File: src/rtl/rf_wb_arbiter.sv
// Register-file write-port arbiter: pipeline writeback has priority, mul/div and AES
// results are buffered and drained round-robin, with a pending bitmap and starvation hold.
package rf_wb_arbiter_pkg;
    typedef struct packed {
        logic [4:0]  rd;
        logic [31:0] data;
    } wb_entry_t;
endpackage

module rf_wb_arbiter
    import rf_wb_arbiter_pkg::*;
#(
    parameter int unsigned FIFO_DEPTH   = 2,
    parameter int unsigned STARVE_LIMIT = 4
) (
    input  logic        clk,
    input  logic        nrst,
    input  logic        pipe_we,
    input  logic [4:0]  pipe_rd,
    input  logic [31:0] pipe_data,
    input  logic        mdu_valid,
    output logic        mdu_ready,
    input  logic [4:0]  mdu_rd,
    input  logic [31:0] mdu_data,
    input  logic        aes_valid,
    output logic        aes_ready,
    input  logic [4:0]  aes_rd,
    input  logic [31:0] aes_data,
    input  logic        issue_set,
    input  logic [4:0]  issue_rd,
    input  logic [4:0]  rs1,
    input  logic [4:0]  rs2,
    output logic        rf_we,
    output logic [4:0]  rf_waddr,
    output logic [31:0] rf_wdata,
    output logic [31:0] pending,
    output logic        rs_hazard,
    output logic        hold_pipe
);
    localparam int unsigned AW = (FIFO_DEPTH > 1) ? $clog2(FIFO_DEPTH) : 1;
    localparam int unsigned CW = AW + 1;
    localparam int unsigned SW = 4;

    wb_entry_t        mdu_mem [FIFO_DEPTH];
    wb_entry_t        aes_mem [FIFO_DEPTH];
    logic [AW-1:0]    mdu_wptr, mdu_rptr, aes_wptr, aes_rptr;
    logic [CW-1:0]    mdu_cnt, aes_cnt;
    logic             last_mdu;          // 1: mul/div was served last
    logic [SW-1:0]    starve_cnt;

    logic             mdu_push, aes_push, mdu_pop, aes_pop;
    logic             mdu_empty, aes_empty, pipe_win, any_pop, commit;
    wb_entry_t        pop_entry;
    logic [31:0]      pend_set, pend_clr, pending_nxt;
    logic [SW-1:0]    starve_nxt;

    assign mdu_ready = (mdu_cnt != CW'(FIFO_DEPTH));
    assign aes_ready = (aes_cnt != CW'(FIFO_DEPTH));
    assign mdu_push  = mdu_valid && mdu_ready;
    assign aes_push  = aes_valid && aes_ready;
    assign mdu_empty = (mdu_cnt == '0);
    assign aes_empty = (aes_cnt == '0);

    assign rs_hazard = pending[rs1] | pending[rs2];
    assign hold_pipe = (starve_cnt >= SW'(STARVE_LIMIT));

    // Grant, pending and starvation next-state
    always_comb begin
        pipe_win   = pipe_we && (pipe_rd != '0);
        mdu_pop    = 1'b0;
        aes_pop    = 1'b0;
        pop_entry  = aes_mem[aes_rptr];
        pend_set   = '0;
        pend_clr   = '0;
        starve_nxt = starve_cnt;

        if (!pipe_win) begin
            if (!mdu_empty && (aes_empty || !last_mdu)) begin
                mdu_pop = 1'b1;
            end else if (!aes_empty) begin
                aes_pop = 1'b1;
            end
        end
        if (mdu_pop) begin
            pop_entry = mdu_mem[mdu_rptr];
        end

        any_pop = mdu_pop || aes_pop;
        commit  = any_pop && (pop_entry.rd != '0);

        if (commit) begin
            pend_clr = 32'(1) << pop_entry.rd;
        end
        if (issue_set && (issue_rd != '0)) begin
            pend_set = 32'(1) << issue_rd;
        end
        pending_nxt = (pending & ~pend_clr) | pend_set;

        if (any_pop || (mdu_empty && aes_empty)) begin
            starve_nxt = '0;
        end else if (pipe_win && (starve_cnt < SW'(STARVE_LIMIT))) begin
            starve_nxt = starve_cnt + SW'(1);
        end
    end

    // Buffer storage carries no reset; occupancy alone decides validity
    always_ff @(posedge clk) begin
        if (mdu_push) begin
            mdu_mem[mdu_wptr] <= '{rd: mdu_rd, data: mdu_data};
        end
        if (aes_push) begin
            aes_mem[aes_wptr] <= '{rd: aes_rd, data: aes_data};
        end
    end

    always_ff @(posedge clk) begin
        if (!nrst) begin
            mdu_wptr   <= '0;
            mdu_rptr   <= '0;
            mdu_cnt    <= '0;
            aes_wptr   <= '0;
            aes_rptr   <= '0;
            aes_cnt    <= '0;
            last_mdu   <= 1'b0;
            starve_cnt <= '0;
            pending    <= '0;
            rf_we      <= 1'b0;
            rf_waddr   <= '0;
            rf_wdata   <= '0;
        end else begin
            if (mdu_push) mdu_wptr <= mdu_wptr + AW'(1);
            if (mdu_pop)  mdu_rptr <= mdu_rptr + AW'(1);
            if (aes_push) aes_wptr <= aes_wptr + AW'(1);
            if (aes_pop)  aes_rptr <= aes_rptr + AW'(1);

            case ({mdu_push, mdu_pop})
                2'b10:   mdu_cnt <= mdu_cnt + CW'(1);
                2'b01:   mdu_cnt <= mdu_cnt - CW'(1);
                default: mdu_cnt <= mdu_cnt;
            endcase
            case ({aes_push, aes_pop})
                2'b10:   aes_cnt <= aes_cnt + CW'(1);
                2'b01:   aes_cnt <= aes_cnt - CW'(1);
                default: aes_cnt <= aes_cnt;
            endcase

            if (mdu_pop) begin
                last_mdu <= 1'b1;
            end else if (aes_pop) begin
                last_mdu <= 1'b0;
            end

            starve_cnt <= starve_nxt;
            pending    <= pending_nxt;

            if (pipe_win) begin
                rf_we    <= 1'b1;
                rf_waddr <= pipe_rd;
                rf_wdata <= pipe_data;
            end else if (commit) begin
                rf_we    <= 1'b1;
                rf_waddr <= pop_entry.rd;
                rf_wdata <= pop_entry.data;
            end else begin
                rf_we    <= 1'b0;
            end
        end
    end
endmodule

File: config.mk
export PLATFORM = sky130hd
export DESIGN_NAME = rf_wb_arbiter
export DESIGN_NICKNAME = d
export VERILOG_FILES = /design/src/rtl/rf_wb_arbiter.sv
export SDC_FILE = /design/constraint.sdc
export NUM_CORES = 1
export LEC_CHECK = 0
export BUFFER_PORTS_ARGS = -buffer_cell sky130_fd_sc_hd__buf_2
export CAP_MARGIN = 20
export CELL_PAD_IN_SITES_DETAIL_PLACEMENT = 0
export CELL_PAD_IN_SITES_GLOBAL_PLACEMENT = 1
export CORE_ASPECT_RATIO = 0.7
export CORE_MARGIN = 10
export CORE_UTILIZATION = 46
export CTS_BUF_LIST = sky130_fd_sc_hd__clkbuf_8
export CTS_CLUSTER_SIZE = 14
export DETAILED_ROUTE_END_ITERATION = 10
export HOLD_SLACK_MARGIN = 0.02
export MAX_ROUTING_LAYER = met4
export PLACE_DENSITY_LB_ADDON = 0.2
export SLEW_MARGIN = 20
export SYNTH_ARGS = -nofsm -noshare
export SYNTH_HDL_FRONTEND = slang
export SYNTH_SLANG_ARGS = --single-unit
File: constraint.sdc
create_clock -name clk -period 3.3 [get_ports clk]
set_input_delay 0.66 -clock clk [delete_from_list [all_inputs] [get_ports clk]]
set_output_delay 0.66 -clock clk [all_outputs]
set_load 0.01 [all_outputs]
## Word-level counts from Yosys, hierarchy flattened

Memories as Yosys holds them, arrays and structs flattened. A register that Yosys moved wholly into a read port is not among the register bits.
Cells that the tools add are included.

| operators by class | value |
|---|---|
| muxes and demuxes | 30 |
| add/sub/neg operators | 9 |
| eq/ne operators | 6 |
| shift-type cells | 2 |
| reductions and logical operators | 23 |
| bitwise logic cells | 5 |
| order comparisons | 4 |

Operators with widths:

| cell | count |
|---|---|
| $mux W32 | 4 |
| $shl A1 B5 Y32 const A | 2 |
| $mux W37 | 1 |
| $and A32 B32 Y32 | 1 |
| $not A32 Y32 | 1 |
| $or A32 B32 Y32 | 1 |
| $mux W1 | 19 |
| $reduce_bool A5 Y1 | 3 |
| $lt A5 B6 Y1 const B | 2 |
| $bmux W1 S5 | 2 |
| $mux W5 | 2 |
| $logic_and A1 B1 Y1 | 8 |
| $pmux W2 S2 | 2 |
| $reduce_bool A2 Y1 | 4 |
| $add A1 B1 Y1 const B | 4 |
| $add A2 B1 Y2 const B | 2 |
| $add A4 B1 Y4 const B | 1 |
| $eq A2 B1 Y1 const B | 2 |
| $eq A2 B2 Y1 const B | 2 |
| $ge A4 B3 Y1 const B | 1 |
| $logic_not A2 Y1 | 2 |
| $lt A4 B3 Y1 const B | 1 |
| $ne A2 B2 Y1 const B | 2 |
| $sub A2 B1 Y2 const B | 2 |
| other kinds (5) | 8 |

| word-level totals | value |
|---|---|
| memories kept | 2 |
| bits in writable memories | 148 |
| logic and storage cells | 93 |
| register bits | 83 |

Memory list:

| name | words | width | rd ports | clocked after memory_dff | wr ports | RTL line | source |
|---|---|---|---|---|---|---|---|
| aes_mem | 2 | 37 | 1 | 1 | 1 | 45 | `wb_entry_t aes_mem [FIFO_DEPTH];` |
| mdu_mem | 2 | 37 | 1 | 1 | 1 | 44 | `wb_entry_t mdu_mem [FIFO_DEPTH];` |

## Longest topological paths before layout

| depth | value |
|---|---|
| word-level depth | 12 |
| depth in mapped cells | 10 |
| mapped depth without buffers | 7 |

## Least setup slack after synthesis

OpenSTA, ideal clock, no wires.

| path | value |
|---|---|
| path type | in2out |
| start | input port rs1[0] |
| end | output port rs_hazard |
| data arrival time | 2.318 ns |
| buffers on the path | 1 |
| stages on the path | 5 |
| slack | 0.322 ns |
| cell sequence | clkbuf_1 -> mux4_2 -> mux4_2 -> mux2i_1 -> nand2_1 |

| between the ends | value |
|---|---|
| longest elaborated chain between the ends | 3 |

Ends and longest elaborated chain:

| element | RTL line | source |
|---|---|---|
| start, declared | 31 | `input logic [4:0] rs1,` |
| $bmux W1 S5 | 64 | `assign rs_hazard = pending[rs1] \| pending[rs2];` |
| $mux W1 (not written as such) | 64 |  |
| $or A1 B1 Y1 | 64 |  |
| end, declared | 37 | `output logic rs_hazard,` |

Every way passes these cells. The select of a mux whose other input is x is not followed.

## Worst setup path in the final report

Same ends and word-level chain as after synthesis.

==> out/metrics.cfg <==
[clocking]
clockRootBuffer=clkbuf_8
ctsHoldBuffers=0
cts_tree=yes
post_cts_buffers=0
cts_resized=0
cts_num_sinks=233
cts_made_buffers=37
clkLatencyLatePin_ns=0.53
cts_max_path_buffers=3
htree_levels=2
cts.clk_slew.worst_paths_ns=0.07

[timing]
rsz0062_at_grt=false
fin_worst_skew_ns=0.0165
finalCritPeriodShare=0.908
fmax_ghz=0.334
hold_ws_ns=0.309
relSlewSlack=0.469
hold_viol=0
fin_tns_setup_ns=0
finalMaxSlewViolations=0
setup_viol=0
period_needed_ns=3.00
worst_pin_slew_ns=0.774

[worst_setup_path]
arrival_ns=2.34
r2r_setup_slack_ns=0.63
setup.worst_path.class=in -> out
path_max_fanout=8
reg2regPathDepth=7
cp.required_ns=2.64
path_cells=buf_2, mux4_2, mux4_2, mux2i_1, nand2_1, buf_2
crit_path_top_delay_cell=mux4_2
slowest_delay_ns=0.59
endpoint_kind=output pin
cp_top_family=multiplexers
start_kind=primary input
timing.rr.end=mdu_cnt[1]
cp.buffers_inverters=2
regToRegStartpoint=aes_cnt[0]

[final_layout]
nNetsFinal=1246
layout-drive-gt1-share=0.320
area_delta_synth_final_pct=20.4

[logic_synthesis]
syn-instance-count=905
synth_cell_types=52
synth.top_cells.by_count=edfxtp_1 (148), nand2_1 (114), dfxtp_1 (85), clkbuf_1 (54), o21ai_0 (46)
synth_most_common_cell=edfxtp_1
synth_edf_count=148
seq_area_frac_synth=0.571
synth_top_cell_by_area=edfxtp_1
synth_seq_cells=233
synth_area_um2=10800
synth_flop_cell=edfxtp_1
syn-num-nets=1040
synth_top_area_share=0.413
synth-async-reset-ratio=0
avgSynthCellArea_um2=11.9
synthTopCellsByArea=edfxtp_1 (41%), dfxtp_1 (16%), mux2i_1 (4.2%), mux4_2 (4.2%), nand2_1 (4.0%)
yosys_warnings=0

[global_route]
grt_pass1_wl_mm=51.3
antenna_found_initial=1
grt_usage=0.225
overflow=0
grt_max_degree=39
grt_pass1_vias=8540

[floorplan]
ios=206
die-area_um2=30000
initial_core_util=0.471
rows=46
core_um2=22800
die_h_um=148
die_w_um=203

[power_and_ir_drop]
p_total_mw=10.2
p_seq_frac=0.405
power_density_nw_per_um2=789
ir_worst_vdd_mv=0.594
power.leakage_nw=4.96
p_switching_mw=3.82
intPower_mw=6.41
netSwitchingFraction=0.374
p_clk_frac=0.234
p_comb_frac=0.361

[outcome]
status=complete, no violations

[route]
drt_first_pass_iters=6
routed_wl_mm=33.8
ant_nets=0
drcViolationCount=0
vias=8578
routed_via_density=5.90
drtIter0Drc=780
routedWlPerCell_um=23.3

[place]
place_congestion=0.888
port_buffers=205
place.detailed.hpwl_mm=23.9

[worst_hold_path]
holdPathEnd=mdu_mem[1][5]
whs_path_depth=1
hold_path.class=in -> reg
min_from=mdu_data[5]

[job]
cap_viol_max_count=0

final cells by class:
cell class,instances,area [um2]
tap,312,390
fill,1991,9880
antenna,2,5.00
multi-input combinational,597,4350
inverter,3,11.3
clock inverter,22,93.8
timing repair buffer,239,1330
clock buffer,46,633
sequential,233,6150
cells by family after synthesis:
logic type / count (synthesis) / share of synthesized area
buf+inv: 75 / 0.0297
flops: 233 / 0.571
compound gates: 243 / 0.165
simple gates: 240 / 0.102
fa+ha+maj: 3 / 0.00349
mux: 102 / 0.122
xor+xnor: 9 / 0.00732
placed cells by master, fill, tap and decap left out, types with 5 or more instances in the layout:
master / n
a211oi_1: 19
a21oi_1: 28
a221o_1: 35
a22oi_1: 32
a311oi_1: 8
buf_2: 205
buf_4: 30
clkbuf_8: 46
clkinv_1: 8
dfxtp_1: 83
edfxtp_1: 148
inv_1: 13
mux2_2: 37
mux2i_1: 45
mux4_2: 20
nand2_1: 113
nand3_1: 39
nand3b_1: 5
nand4_1: 9
nor2_1: 34
nor3_1: 6
o211ai_1: 37
o21ai_0: 45
o22ai_1: 9
o32ai_1: 12
or3_1: 5
xnor2_1: 5
metrics by stage:
step / instance area, um2 / setup slack [ns] / utilization / instances
final: 13000 / 0.305 / 0.567 / 1454
after global routing: 13000 / 0.156 / 0.567 / 1453
after CTS: 13000 / 0.295 / 0.567 / 1452
after floorplan: 10800 / 0.322 / - / 905
after detailed placement: 12200 / 0.246 / 0.535 / 1384
after global placement: 12200 / 0.308 / 0.535 / 1384
worst reg2reg max path, cell delays in order (launching register included):
cell and delay [ns]:
dfxtp_1 0.38, o21ai_0 0.53, nand2_2 0.34, buf_4 0.31, nor2_1 0.24, ha_1 0.31
or3_1 0.35, a21oi_1 0.14
registers in the layout (all words and copies together), names as in the netlist, named ones only:
signal / flops
aes_cnt: 2
aes_mem: 74
aes_rptr: 1
aes_wptr: 1
last_mdu: 1
mdu_cnt: 2
mdu_mem: 74
mdu_rptr: 1
mdu_wptr: 1
pending: 32
rf_waddr: 5
rf_wdata: 32
rf_we: 1
starve_cnt: 4
how the worst max path moves through the flow:
stage	start	to	slack (ns)	cells past startpoint
2_1_floorplan	rs1[0]	rs_hazard	0.32	5
3_3_place_gp	pipe_rd[3]	rf_wdata[25]	0.31	7
3_5_place_dp	pipe_rd[3]	rf_wdata[17]	0.25	7
4_1_cts	rs1[0]	rs_hazard	0.29	6
5_1_grt	rs1[0]	rs_hazard	0.16	6
6_report	rs1[0]	rs_hazard	0.30	6
power by group through the flow:
stage,combinational [mW],clock [mW],sequential [mW]
6_report,3.69,2.40,4.14
5_1_grt,3.98,2.58,4.21
4_1_cts,3.69,2.46,4.14
3_5_place_dp,3.68,0,4.19
3_3_place_gp,3.65,0,4.19
2_1_floorplan,2.28,0,4.16
per-layer routing:
layer	vias up	global-route usage	part of all wire
li1	3975	-	-
met1	4208	0.320	0.47
met4	0	0.0550	0.014
met2	352	0.323	0.44
met5	-	-	0
met3	43	0.0463	0.076
Note: power is estimated with default switching activity, not from simulation.
